===== config.mk =====
export PLATFORM = sky130hd
export DESIGN_NAME = digit_scan_mux
export DESIGN_NICKNAME = d
export VERILOG_FILES = /design/src/rtl/digit_scan_mux.sv
export SDC_FILE = /design/constraint.sdc
export NUM_CORES = 1
export LEC_CHECK = 0
export CORE_UTILIZATION = 55
export CTS_BUF_LIST = sky130_fd_sc_hd__clkbuf_8 sky130_fd_sc_hd__clkbuf_16
export CTS_CLUSTER_SIZE = 30
export DETAILED_ROUTE_END_ITERATION = 10
export GPL_TIMING_DRIVEN = 0
export PLACE_DENSITY_LB_ADDON = 0.2
export SYNTH_ARGS = -nofsm -noshare
export SYNTH_HDL_FRONTEND = slang
export SYNTH_SLANG_ARGS = --single-unit

===== constraint.sdc =====
create_clock -name Clk -period 2 [get_ports Clk]
set_input_delay 0.5 -clock Clk [delete_from_list [all_inputs] [get_ports Clk]]
set_output_delay 0.5 -clock Clk [all_outputs]
set_load 0.01 [all_outputs]

===== src/rtl/digit_scan_mux.sv =====
// Four-digit multiplexed hex display scanner with frame-synchronous update.
// Define LEAD_ZERO_BLANK_EN to blank leading zero digits (digit 0 always shown).
module digit_scan_mux #(
    parameter int PRESCALE = 4
) (
    input  logic        Clk,
    input  logic        Rst,
    input  logic        Load,
    input  logic [15:0] Value,
    output logic [3:0]  Nibble,
    output logic [3:0]  DigSel,
    output logic        FrameTick
);

    localparam logic [15:0] TERM = 16'(PRESCALE - 1);

    logic [15:0] cnt;
    logic [1:0]  idx;
    logic [15:0] dispReg;
    logic [15:0] pendVal;
    logic        pendFlag;
    logic        termCnt;
    logic [3:0]  oneHot;

    assign termCnt   = (cnt == TERM);
    assign FrameTick = termCnt && (idx == 2'd3);

    always_ff @(posedge Clk) begin
        if (Rst) begin
            cnt      <= '0;
            idx      <= '0;
            dispReg  <= '0;
            pendVal  <= '0;
            pendFlag <= 1'b0;
        end else begin
            cnt <= termCnt ? 16'd0 : cnt + 16'd1;
            if (termCnt)
                idx <= idx + 2'd1;
            // Display only changes at the frame boundary, so a frame never tears.
            if (FrameTick) begin
                if (Load)
                    dispReg <= Value;
                else if (pendFlag)
                    dispReg <= pendVal;
                pendFlag <= 1'b0;
            end else if (Load) begin
                pendVal  <= Value;
                pendFlag <= 1'b1;
            end
        end
    end

    assign Nibble = dispReg[{idx, 2'b00} +: 4];

    always_comb begin
        oneHot = 4'b0000;
        unique case (idx)
            2'd0: oneHot = 4'b0001;
            2'd1: oneHot = 4'b0010;
            2'd2: oneHot = 4'b0100;
            2'd3: oneHot = 4'b1000;
        endcase
    end

`ifdef LEAD_ZERO_BLANK_EN
    logic [3:0] leadZero;

    // leadZero[i]: nibbles i..3 are all zero.
    always_comb begin
        leadZero    = 4'b0000;
        leadZero[3] = (dispReg[15:12] == 4'h0);
        leadZero[2] = leadZero[3] && (dispReg[11:8] == 4'h0);
        leadZero[1] = leadZero[2] && (dispReg[7:4] == 4'h0);
    end

    assign DigSel = leadZero[idx] ? 4'b0000 : oneHot;
`else
    assign DigSel = oneHot;
`endif

endmodule


==> results of run 1 <==
==> placed cells by master (no fill, tap or decap), drive strengths merged, types with 8 or more instances in the layout <==
cell type      count
mux2i             17
xnor2              8
clkbuf            21
nand3             23
a21bo             16
dfxtp             51
a21oi             17
o41ai             16
clkdlybuf4s50     16
o21ai             17
nor2b             16
nor2              22
buf               26
==> state kept, by name, indices dropped and copies added (netlist names) <==
signal,flops
idx,2
dispReg,16
pendFlag,1
cnt,16
pendVal,16
==> metrics by stage <==
stage	hold slack (ns)	worst slack, ns	setup TNS, ns	utilization [%]
global route	0.490	-0.0347	-0.0390	70.9
finish	0.478	0.0424	0	70.9
global placement	0.437	-0.213	-0.957	65.5
detailed placement	0.449	-0.219	-1.30	65.5
floorplan	0.426	0.229	0	-
CTS	0.471	0.00879	0	69.7
==> synthesized netlist by cell type (all sizes together) <==
master / instances
a21bo: 16
a21oi: 17
and2: 1
and3: 1
and4: 2
buf: 9
clkbuf: 17
dfxtp: 51
ha: 5
inv: 4
mux2i: 17
mux4: 4
nand2: 5
nand2b: 1
nand3: 23
nand4: 6
nor2: 22
nor2b: 16
nor3: 2
nor3b: 1
nor4: 5
nor4b: 2
o21ai: 17
o41ai: 16
or3: 1
xnor2: 8
xor2: 6
==> cell type report <==
type	instances	area (sq um)
multi-input cells	194	1470
fillers	343	1300
flip-flops and latches	51	1030
repair buffers	37	325
plain buffers	25	144
clock buffers	6	82.6
well taps	52	65.1
clock inverters	2	35.0
inverters	4	15.0
==> critical path, stage by stage, from the launching register on <==
cell and delay [ns]:
dfxtp_4 0.39, mux4_2 0.50, clkdlybuf4s15_1 0.24
==> kinds of logic after synthesis <==
family          synth area share (%)
simple gates                    20.2
compound gates                  18.0
flops                           39.0
buf+inv                         5.74
mux                             9.95
xor+xnor                        4.69
fa+ha+maj                       2.39
==> power by group through the flow <==
stage	Sequential [uW]	Clock [uW]	Combinational [uW]
2_1_floorplan	1080	0	135
3_3_place_gp	1080	0	211
3_5_place_dp	1080	0	214
4_1_cts	1060	763	214
5_1_grt	1070	810	244
6_report	1060	755	224
==> worst paths after layout <==
check / start / end / slack, ns / cells after the start
setup / recovery: idx[0]$_SDFFE_PP0N_ / Nibble[3] / 0.04 / 2
hold / removal: cnt[0]$_SDFF_PP0_ / cnt[0]$_SDFF_PP0_ / 0.48 / 1
setup reg to reg: idx[1]$_SDFFE_PP0N_ / pendFlag$_SDFFE_PP0P_ / 0.11 / 11
hold reg to reg: cnt[0]$_SDFF_PP0_ / cnt[0]$_SDFF_PP0_ / 0.48 / 1
==> routing by layer <==
| layer | vias to the layer above | global-route usage, % | part of all wire (%) |
|---|---|---|---|
| li1 | 1080 | - | - |
| met1 | 1061 | 39.1 | 47 |
| met2 | 74 | 37.1 | 44 |
| met3 | 11 | 5.70 | 7.0 |
| met4 | 0 | 8.89 | 1.9 |
| met5 | - | 0 | 0 |
==> what timing repair did <==
action,CTS,global route
pin swaps,4,5
hold endpoints to repair,0,0
resized for setup,30,14
setup buffers,9,3
endpoints found under the setup margin,32,30
==> metrics.md, run 1 <==
| Metric | Value |
|---|---|
| Outcome | `finished with violations` |
| Failing checks | `DRC` |
| Switching share of total power | `24.0%` |
| Leak Pwr | `0.00124 uW` |
| Worst-Margin Slew | `0.672 ns` |
| Post-synth top area share | `39.0%` |
| CTS clock-pin slew for the worst setup and hold paths | `0.10 ns` |
| Pint | `1550 uW` |
| VDD IR max | `0.670 mV` |
| Post-route clock period utilization | `97.9%` |
| CTS tree | `built` |
| Crit path kind | `register to primary output` |
| Design area | `3170 sq um` |
| Final wirelength | `6140 um` |
| Cell Area, Placed | `2930 sq um` |
| Vias in the first global route | `2,023` |
| P&R area growth vs syn | `21.2%` |
| TritonCTS Buffers | `5` |
| Die footprint | `5040 sq um` |
| Worst EP required | `1.50 ns` |
| Starting DRT DRC Count | `189` |
| RSZ-0062 raised after global routing | `true` |
| Final Setup Violations | `0` |
| Post-synthesis sequential area ratio | `39.0%` |
| Die Y | `71.0 um` |
| Main area contributors after synthesis | `dfxtp_1, mux2i_1, o41ai_1` |
| Worst Setup End Kind | `primary output` |
| Max-cap violation count | `0` |
| Synthesized flop and latch total | `51` |
| PD cells | `644 nW/um^2` |
| Dpl cells | `352` |
| Initial antenna violation count | `0` |
| Largest net degree at the start of global routing | `16` |
| Share of layout cells above drive strength 1 | `17.2%` |
| DR pass1 iterations | `7` |
| Drt via density | `6.00` |
| Post-Layout Cell Count | `371` |
| Startpoint types | `register` |
| Routed WL per cell | `16.6 um` |
| DRT antenna net count | `0` |
| Die width | `71.0 um` |
| Vias post-DR | `2,226` |
| Detailed-placement wirelength estimate | `4090 um` |
| Hold crit path type | `register to register` |
| Final net count | `342` |
| Clock Tree Root | `clkbuf_8` |
| Yosys cell types | `35` |
| Worst skew pair latency | `0.32 ns` |
| P_sw | `491 uW` |
| Gpl congestion | `0.784` |
| Post-CTS Hold Buffers | `0` |
| First-pass GRT wire length | `10,200 um` |
| Min Tclk post-route | `1.96 ns` |
| # diodes | `0` |
| Max-slew violation count | `0` |
| CP Max Fanout | `5` |
| Synth Instances | `275` |
| Yosys warnings | `0` |
| H-tree levels | `2` |
| Synth area leader | `dfxtp_1` |
| Clk pwr share | `37.0%` |
| Fmax | `0.511 GHz` |
| Total GRT Usage | `26.1%` |
| Final Hold Viols | `0` |
| Total power | `2040 uW` |
| Net count after synthesis | `299` |
| Relative slew slack | `55.2%` |
| Combinational Power Share | `11.0%` |
| # port buffers | `25` |
| Drt drc | `1` |
| Sink Count | `51` |
| Clk buf depth | `2` |
| Sequential share of power | `52.1%` |
| Grt total ovfl | `0` |
| IO Pins | `28` |
| Critical path data arrival time | `1.46 ns` |
| Synthesized cell area | `2620 sq um` |
| Syn avg cell area | `9.51 sq um` |
| Total core area | `4470 sq um` |
| Initial core utilization | `58.5%` |
| Clk_skew | `0.0125 ns` |
| Row cnt | `24` |
Power figures use the tool's default switching activity.
==> run 2, diff against run 1 <==
- ABC_AREA: not set -> 1
==> metrics.md, run 2 <==
| Metric | Value |
|---|---|
| Outcome | `complete, no violations` |
| Worst EP required | `1.50 ns (about the same)` |
| Detailed-placement wirelength estimate | `4220 um (+3.3%)` |
| Initial core utilization | `58.8% (+0.36 points)` |
| CTS tree | `built` |
| Worst path max stage delay | `0.47 ns (-0.03 ns)` |
| WHS Path Cells | `2 (+1)` |
| Yosys warnings | `0 (unchanged)` |
| Top cell family by delay on the critical path | `buffers and inverters` |
| HP Start | `pendVal[15]$_SDFFE_PP0P_` |
| Commonest cells post-synth | `nor2_1, nand2_1, dfxtp_1, a21oi_1, inv_1` |
| Hold endpoint | `pendVal[15]$_SDFFE_PP0P_` |
| Layout fillers | `391 (+14%)` |
| FF-to-FF Start | `cnt[0]$_SDFF_PP0_` |
| Min Tclk post-route | `1.95 ns (-0.00406 ns)` |
| Crit path cell chain | `clkinv_4 -> ha_1 -> clkdlybuf4s50_1` |
| Max stage delay cell, worst path | `clkdlybuf4s50_1` |
| FF-to-FF setup slack | `0.20 ns (+0.09 ns)` |
| Worst-Margin Slew | `0.473 ns (-0.198 ns)` |
| Max-cap violation count | `0 (unchanged)` |
| Post-synth top area share | `38.5% (-0.50 points)` |
| Post-route clock period utilization | `97.7% (-0.20 points)` |
| Sink Count | `51 (unchanged)` |
| RR Endpoint | `cnt[4]$_SDFF_PP0_` |
| # diodes | `0 (unchanged)` |
| Crit path kind | `register to primary output` |
| VDD IR max | `0.342 mV (-49%)` |
| Synth area leader | `dfxtp_1` |
| CP Max Fanout | `10 (+5)` |
| Final Hold Viols | `0 (unchanged)` |
| Die Y | `71.4 um (+0.63%)` |
| Initial antenna violation count | `0 (unchanged)` |
| Critical path data arrival time | `1.45 ns (about the same)` |
| Startpoint types | `register` |
| Post-synthesis sequential area ratio | `38.5% (-0.50 points)` |
| Drt drc | `0 (-1)` |
| Worst hold slack | `0.490 ns (+0.0117 ns)` |
| # port buffers | `27 (+8.0%)` |
| TritonCTS Buffers | `5 (unchanged)` |
| Synth Instances | `360 (+31%)` |
| Fmax | `0.512 GHz (+0.21%)` |
| Die width | `71.4 um (+0.63%)` |
| Drt via density | `5.20 (-13%)` |
| Final Core Density | `70.1% (-0.81 points)` |
| Critical path buffers and inverters | `2 (+1)` |
| Routed WL per cell | `13.3 um (-19%)` |
| Share of layout cells above drive strength 1 | `16.3% (-0.95 points)` |
| Main area contributors after synthesis | `dfxtp_1, nor2_1, nand2_1` |
| Commonest non-fill, non-tap cells in the layout | `nor2_1, nand2_1, dfxtp_1` |
| DR pass1 iterations | `4 (-3)` |
| Syn avg cell area | `7.36 sq um (-23%)` |
| Top flop regs | `cnt (16), dispReg (16), pendVal (16)` |
| P&R area growth vs syn | `19.1%` |
| EDFF count, synth | `0 (unchanged)` |
| Yosys cell types | `28 (-20%)` |
| Starting DRT DRC Count | `154 (-19%)` |
| Grt total ovfl | `0 (unchanged)` |
| Max-slew violation count | `0 (unchanged)` |
| Async set-reset flop share out of synthesis | `0% (unchanged)` |
| Worst skew pair latency | `0.30 ns (-0.02 ns)` |
| Synthesized cell area | `2650 sq um (+1.3%)` |
| Vias in the first global route | `2,108 (+4.2%)` |
| Final Setup Violations | `0 (unchanged)` |
| Clk buf depth | `2 (unchanged)` |
| Row cnt | `24 (unchanged)` |
| DRT antenna net count | `0 (unchanged)` |
| Die footprint | `5100 sq um (+1.3%)` |
| Clock Tree Root | `clkbuf_8` |
| Final net count | `423 (+24%)` |
| Leak Pwr | `0.00143 uW (+16%)` |
| Ys flop type | `dfxtp_1` |
| Net count after synthesis | `384 (+28%)` |
| Vias post-DR | `2,346 (+5.4%)` |
| Gpl congestion | `0.821 (+4.7%)` |
| Worst Setup End Kind | `primary output` |
| Hold crit path type | `register to register` |
| Final wirelength | `6010 um (-2.1%)` |
| Largest net degree at the start of global routing | `16 (unchanged)` |
| Top-count cell post-synth | `nor2_1` |
| Total GRT Usage | `24.7% (-1.4 points)` |
| Clk_skew | `0.00545 ns (-0.00701 ns)` |
| First-pass GRT wire length | `9780 um (-4.0%)` |
| Reg2Reg Depth | `11 (unchanged)` |
| PD cells | `617 nW/um^2 (-4.2%)` |
| Relative slew slack | `68.4% (+13 points)` |
| CTS clock-pin slew for the worst setup and hold paths | `0.09 ns (about the same)` |
| IO Pins | `28 (unchanged)` |
| Worst setup path startpoint | `idx[1]$_SDFFE_PP0N_` |
| H-tree levels | `2 (unchanged)` |
| Total core area | `4500 sq um (+0.67%)` |
| Most common cell after layout, fill and taps aside | `nor2_1` |
| Synthesized flop and latch total | `51 (unchanged)` |
[run 2: cell types whose count changed in the layout (fill, tap and decap cells not counted), sizes merged, moves of 17 or more]
cell / before / now
a21oi: 17 / 35
mux2i: 17 / 0
nand2: 5 / 71
nor2: 22 / 78
inv: 4 / 33
[run 2: worst max-delay path by stage]
stage | to | cells after the start
finish | DigSel[1] | 3
global route | Nibble[0] | 5
CTS | FrameTick | 8
detailed placement | FrameTick | 9
global placement | FrameTick | 9
floorplan | FrameTick | 8
[run 2: layout make-up]
type	instances	area [sq um]	share of cell area, %
Timing Repair Buffer	33	295	9.35
Tap cell	52	65.1	2.06
Clock buffer	6	82.6	2.62
Sequential cell	51	1030	32.7
Clock inverter	1	5.00	0.159
Buffer	15	108	3.41
Multi-Input combinational cell	258	1430	45.4
Inverter	35	136	4.32
[run 2: metrics by stage]
stage	instances	area (sq um)	setup TNS, ns	setup WS (ns)	total power, uW
after floorplan	360	2650	0	0.247	1250
after global placement	439	2990	-2.14	-0.394	1340
after detailed placement	439	2990	-2.49	-0.413	1350
after CTS	447	3110	-0.136	-0.136	1940
after global routing	451	3160	-0.000797	-0.000797	2030
final	451	3160	0	0.0465	1950
[run 2: cells by family (layout without fill, tap and decap cells)]
kind of cell / Yosys count / after routing / share of synthesized area (%)
xor+xnor: 9 / 9 / 2.97
compound gates: 43 / 43 / 8.12
flops: 51 / 51 / 38.5
fa+ha+maj: 5 / 5 / 2.36
buf+inv: 51 / 90 / 8.83
mux: 16 / 16 / 6.80
simple gates: 185 / 185 / 32.4
[run 2: routing by layer]
metal / part of all wire (%) / global-route usage [%] / wire length, um
met1: 51 / 36.4 / 3040
met2: 43 / 36.0 / 2570
met3: 5.4 / 4.92 / 325
met4: 1.2 / 8.67 / 71
met5: 0 / 0 / 0
[run 2: worst register-to-register path, delay by kind of cell (launching register included)]
family / cells / cell delay (ns)
DFF: 1 / 0.36
adders and majority gates: 1 / 0.14
buffers and inverters: 4 / 0.48
and+or+nand+nor: 6 / 0.72
[run 2: timing repair]
action,in CTS,in global routing
resized for setup,23,14
setup buffers,2,4
hold buffers,0,0
pin swaps,2,2
endpoints found under the setup margin,9,8
hold endpoints to repair,0,0
[run 2: report_power, final]
part	internal [uW]	switching (uW)	total, uW
combinational	138	137	275
sequential	1050	24.8	1070
clock	272	326	598
total	1460	488	1950
